--- src/rtl/lvt_burst_master.sv ---
// Burst master for a 2-write / 8-read LVT memory: word-pair write bursts
// and 8-lane read bursts with a valid/ready beat output.
module lvt_burst_master #(
  parameter int ADDR_W = 13,
  parameter int DATA_W = 32
) (
  input  logic                  clk,
  input  logic                  rst,
  input  logic                  cmd_valid,
  output logic                  cmd_ready,
  input  logic                  cmd_write,
  input  logic [ADDR_W-1:0]     cmd_addr,
  input  logic [7:0]            cmd_len,
  input  logic                  wr_valid,
  output logic                  wr_ready,
  input  logic [2*DATA_W-1:0]   wr_data,
  output logic                  mem_w_en_1,
  output logic                  mem_w_en_2,
  output logic [ADDR_W-1:0]     mem_waddr_1,
  output logic [ADDR_W-1:0]     mem_waddr_2,
  output logic [DATA_W-1:0]     mem_wdin_1,
  output logic [DATA_W-1:0]     mem_wdin_2,
  output logic [8*ADDR_W-1:0]   mem_raddr,
  input  logic [8*DATA_W-1:0]   mem_rdata,
  output logic                  rd_valid,
  input  logic                  rd_ready,
  output logic [8*DATA_W-1:0]   rd_data,
  output logic [7:0]            rd_mask,
  output logic                  rd_last,
  output logic                  done
);

  localparam int LANES = 8;

  typedef enum logic [1:0] {
    IDLE,
    WRITE,
    RD_ISSUE,
    RD_WAIT
  } state_t;

  state_t              state;
  logic [ADDR_W-1:0]   cur;
  logic [8:0]          remaining;
  logic [LANES-1:0]    lane_mask;

  logic [8:0]          wr_take;
  logic [8:0]          rd_take;
  logic [LANES-1:0]    issue_mask;
  logic [8*ADDR_W-1:0] issue_raddr;
  logic                rd_slot_free;

  assign wr_take      = (remaining >= 9'd2) ? 9'd2 : remaining;
  assign rd_take      = (remaining >= 9'd8) ? 9'd8 : remaining;
  assign rd_slot_free = !rd_valid || rd_ready;

  // NOTE: every always_comb output gets a default before any conditional
  // update, otherwise synthesis infers a latch to hold the old value.
  always_comb begin
    issue_mask  = '0;
    issue_raddr = '0;
    for (int i = 0; i < LANES; i++) begin
      issue_mask[i]                  = (9'(i) < remaining);
      issue_raddr[i*ADDR_W +: ADDR_W] = cur + ADDR_W'(i);
    end
  end

  // NOTE: all state below uses non-blocking assignments so every register
  // samples pre-edge values; blocking here would create order-dependent races.
  always_ff @(posedge clk or negedge rst) begin
    if (!rst) begin
      state       <= IDLE;
      cur         <= '0;
      remaining   <= '0;
      lane_mask   <= '0;
      cmd_ready   <= 1'b1;
      wr_ready    <= 1'b0;
      mem_w_en_1  <= 1'b0;
      mem_w_en_2  <= 1'b0;
      mem_waddr_1 <= '0;
      mem_waddr_2 <= '0;
      mem_wdin_1  <= '0;
      mem_wdin_2  <= '0;
      mem_raddr   <= '0;
      rd_valid    <= 1'b0;
      rd_data     <= '0;
      rd_mask     <= '0;
      rd_last     <= 1'b0;
      done        <= 1'b0;
    end else begin
      mem_w_en_1 <= 1'b0;
      mem_w_en_2 <= 1'b0;
      done       <= 1'b0;

      // Consumer takes the pending beat; a capture below may replace it.
      if (rd_valid && rd_ready) begin
        rd_valid <= 1'b0;
        if (rd_last) done <= 1'b1;
      end

      unique case (state)
        IDLE: begin
          if (cmd_valid && cmd_ready) begin
            cur       <= cmd_addr;
            remaining <= {1'b0, cmd_len} + 9'd1;
            cmd_ready <= 1'b0;
            wr_ready  <= cmd_write;
            state     <= cmd_write ? WRITE : RD_ISSUE;
          end
        end

        WRITE: begin
          if (wr_valid && wr_ready) begin
            mem_w_en_1  <= 1'b1;
            mem_waddr_1 <= cur;
            mem_wdin_1  <= wr_data[DATA_W-1:0];
            mem_w_en_2  <= (remaining >= 9'd2);
            mem_waddr_2 <= cur + ADDR_W'(1);
            mem_wdin_2  <= wr_data[2*DATA_W-1:DATA_W];
            cur         <= cur + ADDR_W'(2);
            remaining   <= remaining - wr_take;
            if (remaining <= 9'd2) begin
              wr_ready  <= 1'b0;
              cmd_ready <= 1'b1;
              done      <= 1'b1;
              state     <= IDLE;
            end
          end
        end

        RD_ISSUE: begin
          // Issue only once the output slot is empty or being emptied.
          if (rd_slot_free) begin
            mem_raddr <= issue_raddr;
            lane_mask <= issue_mask;
            cur       <= cur + ADDR_W'(LANES);
            remaining <= remaining - rd_take;
            state     <= RD_WAIT;
          end
        end

        RD_WAIT: begin
          rd_data   <= mem_rdata;
          rd_mask   <= lane_mask;
          rd_last   <= (remaining == 9'd0);
          rd_valid  <= 1'b1;
          cmd_ready <= (remaining == 9'd0);
          state     <= (remaining != 9'd0) ? RD_ISSUE : IDLE;
        end

        default: state <= IDLE;
      endcase
    end
  end

  // cur and cur+1 always differ, so the two write ports never collide.
  a_no_dual_conflict: assert property (@(posedge clk) disable iff (!rst)
    (mem_w_en_1 && mem_w_en_2) |-> (mem_waddr_1 != mem_waddr_2));

  a_ready_exclusive: assert property (@(posedge clk) disable iff (!rst)
    !(cmd_ready && wr_ready));

endmodule
--- config.mk ---
export PLATFORM = sky130hd
export DESIGN_NAME = lvt_burst_master
export DESIGN_NICKNAME = d
export VERILOG_FILES = /design/src/rtl/lvt_burst_master.sv
export SDC_FILE = /design/constraint.sdc
export NUM_CORES = 1
export LEC_CHECK = 0
export ABC_AREA = 1
export CAP_MARGIN = 40
export CELL_PAD_IN_SITES_DETAIL_PLACEMENT = 2
export CELL_PAD_IN_SITES_GLOBAL_PLACEMENT = 2
export CORE_AREA = 2 2 315 317
export CTS_CLUSTER_DIAMETER = 30
export CTS_CLUSTER_SIZE = 14
export DETAILED_ROUTE_END_ITERATION = 8
export DIE_AREA = 0 0 317 319
export DONT_BUFFER_PORTS = 1
export PLACE_DENSITY_LB_ADDON = 0.1
export SLEW_MARGIN = 20
export SYNTH_ARGS = -nofsm -noshare
export SYNTH_HDL_FRONTEND = slang
export SYNTH_SLANG_ARGS = --single-unit
--- constraint.sdc ---
create_clock -name clk -period 2.02 [get_ports clk]
set_input_delay 0.606 -clock clk [delete_from_list [all_inputs] [get_ports clk]]
set_output_delay 0.606 -clock clk [all_outputs]
set_load 0.02 [all_outputs]
==> impl_metrics.toml, run 1 <==
[run_status]
status = "finished with violations"
violations = "hold timing, setup timing"

[die]
row_count = 115
die_w_um = 317
die_area_um2 = 101000
core-area_um2 = 97700
die_h_um = 319
start_util_pct = 21.0
ioPinCount = 812

[sta]
fin_crit_sh_pct = 111
fin_ws_ns = -0.225
whs_ns = -0.409
worstMarginPinSlew_ns = 0.809
finClkSkew_ns = 0.0294
fin_crit_ns = 2.24
finalHoldViolations = 167
fmax_ghz = 0.445
rsz0062_at_grt = "yes"
max_slew_margin_pct = 46.1
maxSlewViolCount = 0
finalSetupViolations = 8

[yosys]
netlist-cell-type-count = 43
synth.cell_area_um2 = 20500
synth.top_cell.area_share_pct = 59.3
syn_avg_cell_area_um2 = 8.42
seq_area_frac_synth_pct = 59.4
synth_cells = 2437
ys_seq_elements = 487
synth_warnings = 0
yosys-top-cells-area = "dfrtp_1, nand2_1, nand3_1"
yosys.area.top_type = "dfrtp_1"

[routing]
vias = 18900
vias_per_cell = 4.36
wl_met1_mm = 37.2
drc_errors = 0
wl_per_cell_um = 23.4
met2_length_mm = 50.8
firstDrtPassIters = 4
drt_iter0_drc = 708
routed.top_layer = "met5"
dr_wl_met3_mm = 9.48
finalWirelength_mm = 101
detail-route-antenna-nets = 0

[finish]
stdcell_area_um2 = 31700
fill_cells = 10700
nNetsFinal = 3287
layout-drive-gt1-share_pct = 15.8
fin_util_pct = 32.4
multiInputGateArea_um2 = 7660
stdcell_count = 4332
area_delta_synth_final_pct = 54.3
register_area_um2 = 12200

[power]
cellPowerDensity_nw_per_um2 = 1110
ir_drop_uv = 549
leakage_nw = 14.9

[placement]
portBuffers = 0
hpwlAfterDp_mm = 72.8
dp.cells = 3724
dpl_cell_area_um2 = 22700
gp_congestion = 0.854

[grt]
grt_max_degree = 488
grt.total_usage_pct = 20.0
grt_overflow = 0
grt_pass1_wl_mm = 148
grt_pass1_vias = 21700
antenna_found_initial = 11

[critical_path]
cp_max_fo = 4
cp-end-kind = "register"
worstPathArrival_ns = 2.88
worst_setup_path_start_kind = "register"
critPathRequiredTime_ns = 2.66
critPathKind = "register to register"

[clock_network]
cts_max_level = 4
cts_buffers = 161
cts_tree = "built"
root_buffer = "clkbuf_16"
hold_buffers = 302
cts_sinks = 487
clk_latency_ns = 0.72
path_clk_slew_ns = 0.04
clock_path_buffers = 3

[min_path]
min_path_type = "primary input to asynchronous set/reset pin"

[job]
maxCapViolCount = 0
==> final cells by class <==
class,count,area share (%)
Antenna cell,4,0.0316
Clock buffer,238,15.2
Clock inverter,51,1.98
Inverter,108,1.33
Multi-Input combinational cell,1722,24.2
Sequential cell,487,38.5
Tap cell,1287,5.09
Timing Repair Buffer,435,13.6
==> cell usage in the layout (no fill, tap or decap), types with 5 or more instances in the layout <==
master,synthesis,final
nand2_1,1301,1289
dfrtp_1,486,476
dlygate4sd3_1,0,302
clkbuf_16,0,166
buf_4,14,106
inv_1,99,91
o21ai_0,91,87
nand3_1,93,84
nor2_1,80,76
clkbuf_8,1,38
clkbuf_1,72,34
clkinv_2,0,29
o21ai_1,17,20
a21oi_1,26,20
buf_12,0,17
ha_1,24,16
o211ai_1,14,14
xor2_1,15,13
nor2_4,8,11
bufinv_16,0,11
inv_2,5,10
nand2_2,1,10
dfrtp_2,0,10
nand2_4,4,7
buf_6,3,7
nand3_4,0,6
a21oi_2,0,6
nand4_1,6,6
a22oi_1,6,6
ha_4,0,6
nor2_2,4,5
a31oi_1,5,5
clkinv_8,0,5
==> path summary, 6_finish.rpt <==
kind	depth (start not counted)	slack [ns]	startpoint	to
setup / recovery	14	-0.22	state[0]$_DFFE_PN0P_	remaining[2]$_DFFE_PN0P_
hold / removal	0	-0.41	rst	mem_raddr[87]$_DFFE_PN0P_
setup reg to reg	14	-0.22	state[0]$_DFFE_PN0P_	remaining[2]$_DFFE_PN0P_
hold reg to reg	2	0.51	lane_mask[1]$_DFFE_PN0P_	lane_mask[1]$_DFFE_PN0P_
max in group asynchronous	2	0.62	rst	rd_data[61]$_DFFE_PN0P_
min in group clk	2	0.07	mem_rdata[24]	rd_data[24]$_DFFE_PN0P_
==> sequential cells by signal, summed over array words and instances (netlist names), 9 cells and up <==
| signal | flops |
|---|---|
| remaining | 9 |
| mem_wdin_1 | 32 |
| rd_data | 256 |
| mem_raddr | 94 |
| cur | 13 |
| mem_waddr_1 | 13 |
| mem_wdin_2 | 32 |
| mem_waddr_2 | 13 |
==> where the power goes <==
group          internal, mW        switching [mW]  leakage [nW]
Combinational         0.433                 0.347          6.88
Clock                  17.6                  7.11          2.69
Sequential             9.80  0.000000000000000354          5.38
Total                  27.8                  7.46          14.9
==> through the flow <==
step	setup slack [ns]	power (mW)	setup TNS, ns
2_1_floorplan	-0.0733	9.98	-0.242
3_3_place_gp	-0.341	10.0	-1.79
3_5_place_dp	-0.364	10.0	-2.40
4_1_cts	-0.249	35.6	-1.55
5_1_grt	-0.365	36.5	-2.50
6_report	-0.225	35.2	-1.30
==> cell families after synthesis <==
kind of cell	Yosys count	synth area share [%]
simple gates	1506	29.0
compound gates	171	4.61
buf+inv	231	4.76
xor+xnor	16	0.683
flops	487	59.4
fa+ha+maj	25	1.56
other cells	1	0.0183
==> routing by layer <==
metal | vias to the layer above | GRT usage [%]
met5 | - | 0
met4 | 14 | 8.91
met3 | 191 | 8.53
met2 | 678 | 34.0
met1 | 9435 | 21.3
li1 | 8558 | -
==> critical path, cell delays in order (launching register included) <==
cell and delay (ns):
dfrtp_1 0.35, inv_2 0.05, ha_1 0.24, inv_1 0.13, nand2_4 0.07, nand2_2 0.08, nor2_4 0.04, ha_4 0.17
fa_2 0.41, buf_4 0.15, buf_6 0.11, xor2_2 0.13, o22ai_1 0.12, nand2_1 0.07, o21ai_1 0.07
==> synth_stat cells <==
master / count
nand2_1: 1301
dfrtp_1: 486
inv_1: 99
nand3_1: 93
o21ai_0: 91
nor2_1: 80
clkbuf_1: 72
a21oi_1: 26
ha_1: 24
buf_2: 18
o21ai_1: 17
buf_1: 15
xor2_1: 15
buf_4: 14
o211ai_1: 14
nor2_4: 8
a22oi_1: 6
nand4_1: 6
a31oi_1: 5
inv_2: 5
nand2_4: 4
nor2_2: 4
nor3_1: 4
o21a_1: 4
buf_6: 3
clkinv_1: 3
nor2_8: 2
o221ai_1: 2
o22ai_1: 2
a21boi_0: 1
a22o_1: 1
clkbuf_8: 1
conb_1: 1
dfstp_2: 1
fa_1: 1
inv_4: 1
nand2_2: 1
nand3_2: 1
nor3_2: 1
o21ai_2: 1
o311ai_0: 1
or2_2: 1
xnor2_1: 1
==> timing repair <==
action                                  CTS  global route
pin swaps                                 7            15
setup buffers                             7             5
endpoints found under the setup margin   38            24
gates resized for setup                  29            49
hold endpoints to repair                789           280
(Power assumes the default switching activity.)
==> run 2: changes to the inputs <==
--- a/config.mk
+++ b/config.mk
@@ -10,13 +10,13 @@
 export CELL_PAD_IN_SITES_DETAIL_PLACEMENT = 2
 export CELL_PAD_IN_SITES_GLOBAL_PLACEMENT = 2
 export CORE_AREA = 2 2 315 317
-export CTS_CLUSTER_DIAMETER = 30
+export CTS_CLUSTER_DIAMETER = 80
 export CTS_CLUSTER_SIZE = 14
 export DETAILED_ROUTE_END_ITERATION = 8
 export DIE_AREA = 0 0 317 319
 export DONT_BUFFER_PORTS = 1
 export PLACE_DENSITY_LB_ADDON = 0.1
-export SLEW_MARGIN = 20
+export SLEW_MARGIN = 0
 export SYNTH_ARGS = -nofsm -noshare
 export SYNTH_HDL_FRONTEND = slang
 export SYNTH_SLANG_ARGS = --single-unit
==> impl_metrics.toml, run 2 (synthesis results as in run 1) <==
[run_status]
status = "finished with violations"
violations = "hold timing, slew limit, setup timing"

[sta]
fin_crit_sh_pct = 135
finClkSkew_ns = 0.0462
finalHoldViolations = 93
whs_ns = -0.349
worstMarginPinSlew_ns = 3.60
max_slew_margin_pct = -140
maxSlewViolCount = 384
fin_ws_ns = -0.715
finalSetupViolations = 203
fmax_ghz = 0.366
rsz0062_at_grt = "yes"
fin_crit_ns = 2.73

[critical_path]
reg2reg_depth = 13
worst_setup_path_start_kind = "primary input"
startpoint = "rst"
reg2reg_to = "remaining[2]$_DFFE_PN0P_"
r2r_setup_slack_ns = -0.28
path_depth = 0
worstPathArrival_ns = 2.40
critPathRequiredTime_ns = 1.69
cp-end-kind = "asynchronous set/reset pin"
rr_startpoint = "state[1]$_DFFE_PN0P_"
cp_max_fo = 487
critPathKind = "primary input to asynchronous set/reset pin"

[clock_network]
clk_latency_ns = 0.65
cts_sinks = 487
cts_max_level = 2
cts_tree = "built"
cts_buffers = 49
root_buffer = "clkbuf_16"
clock_path_buffers = 3
path_clk_slew_ns = 0.07

[finish]
layout-drive-gt1-share_pct = 11.7
final_common_cell = "nand2_1"
area_delta_synth_final_pct = 20.6
largestRegisters = "rd_data (256), mem_raddr (94)"
regMostFlops = "rd_data"
stdcell_area_um2 = 24700
largest_reg_flops = 256
nNetsFinal = 2875
final_cell_mix = "nand2_1, dfrtp_1, buf_4, inv_1, o21ai_0"
stdcell_count = 3818

[die]
start_util_pct = 21.0
row_count = 115
die_w_um = 317
core-area_um2 = 97700
die_area_um2 = 101000
die_h_um = 319
ioPinCount = 812

[job]
maxCapViolCount = 0

[power]
power_mw = 19.5
p_int_mw = 14.9
cellPowerDensity_nw_per_um2 = 786
seq_power_share_pct = 50.1
netSwitchingFraction_pct = 23.3
switchingPower_mw = 4.54
pwr-share-clk_pct = 49.5
combPwrFrac_pct = 0.4
ir_drop_uv = 527
leakage_nw = 11.8

[grt]
grt.total_usage_pct = 18.8
grt_overflow = 0
grt_pass1_wl_mm = 139
antenna_found_initial = 11
grt_pass1_vias = 18600
grt_max_degree = 488

[placement]
dpl_cell_area_um2 = 22700
portBuffers = 0
dp_slack_ns = -0.364
gp_congestion = 0.854
dp.cells = 3724
hpwlAfterDp_mm = 72.8

[routing]
finalWirelength_mm = 96.6
drc_errors = 0
drt_iter0_drc = 820
vias_per_cell = 4.40
vias = 16800
wl_per_cell_um = 25.3
firstDrtPassIters = 4
detail-route-antenna-nets = 0

[min_path]
min_path_type = "primary input to asynchronous set/reset pin"
==> run 2: changes by cell type in the layout (fill, tap and decap cells not counted), sizes merged, moves of 2 or more <==
cell         delta
inv             +3
buf             +2
clkinv         -26
dlygate4sd3   -302
bufinv          -7
clkbuf        -183
==> run 2: layout make-up <==
class | count | area (um^2)
timing repair buffer | 135 | 1280
antenna | 3 | 7.51
multi-input combinational | 1722 | 7660
clock buffer | 55 | 1290
fill | 11100 | 73000
tap | 1287 | 1610
inverter | 108 | 422
clock inverter | 21 | 280
sequential | 487 | 12200
==> run 2: timing repair <==
action | in CTS | in global routing
setup endpoints to repair | 30 | 20
gates resized for setup | 21 | 54
pin swaps | 8 | 10
endpoints found under the hold margin | 487 | 487
buffers inserted | 10 | 6
==> run 2: layer usage <==
metal  track usage, %  vias to the layer above  wire (um)
met4             5.00                       12       2480
li1                 -                     7632          -
met3             7.76                      121       9470
met2             32.8                      531      48900
met5                0                        -         84
met1             20.8                     8494      35700
==> run 2: worst max-delay path by stage <==
stage	end	slack (ns)
final	mem_waddr_2[8]$_DFFE_PN0P_	-0.71
after global routing	remaining[2]$_DFFE_PN0P_	-0.39
after CTS	remaining[8]$_DFFE_PN0P_	-0.26
after detailed placement	remaining[3]$_DFFE_PN0P_	-0.36
after global placement	remaining[3]$_DFFE_PN0P_	-0.34
after floorplan	remaining[6]$_DFFE_PN0P_	-0.07
==> run 2: power groups by stage <==
stage | clock (mW) | sequential, mW | combinational [mW]
after floorplan | 0 | 9.94 | 0.0481
after global placement | 0 | 9.93 | 0.0672
after detailed placement | 0 | 9.93 | 0.0672
after CTS | 10.1 | 9.74 | 0.0682
after global routing | 10.4 | 9.74 | 0.0810
final | 9.63 | 9.75 | 0.0705
==> run 2: through the flow <==
step / setup TNS (ns) / util [%]
after floorplan: -0.242 / -
after global placement: -1.79 / 23.3
after detailed placement: -2.40 / 23.3
after CTS: -1.55 / 25.0
after global routing: -2.52 / 25.3
final: -60.22 / 25.3
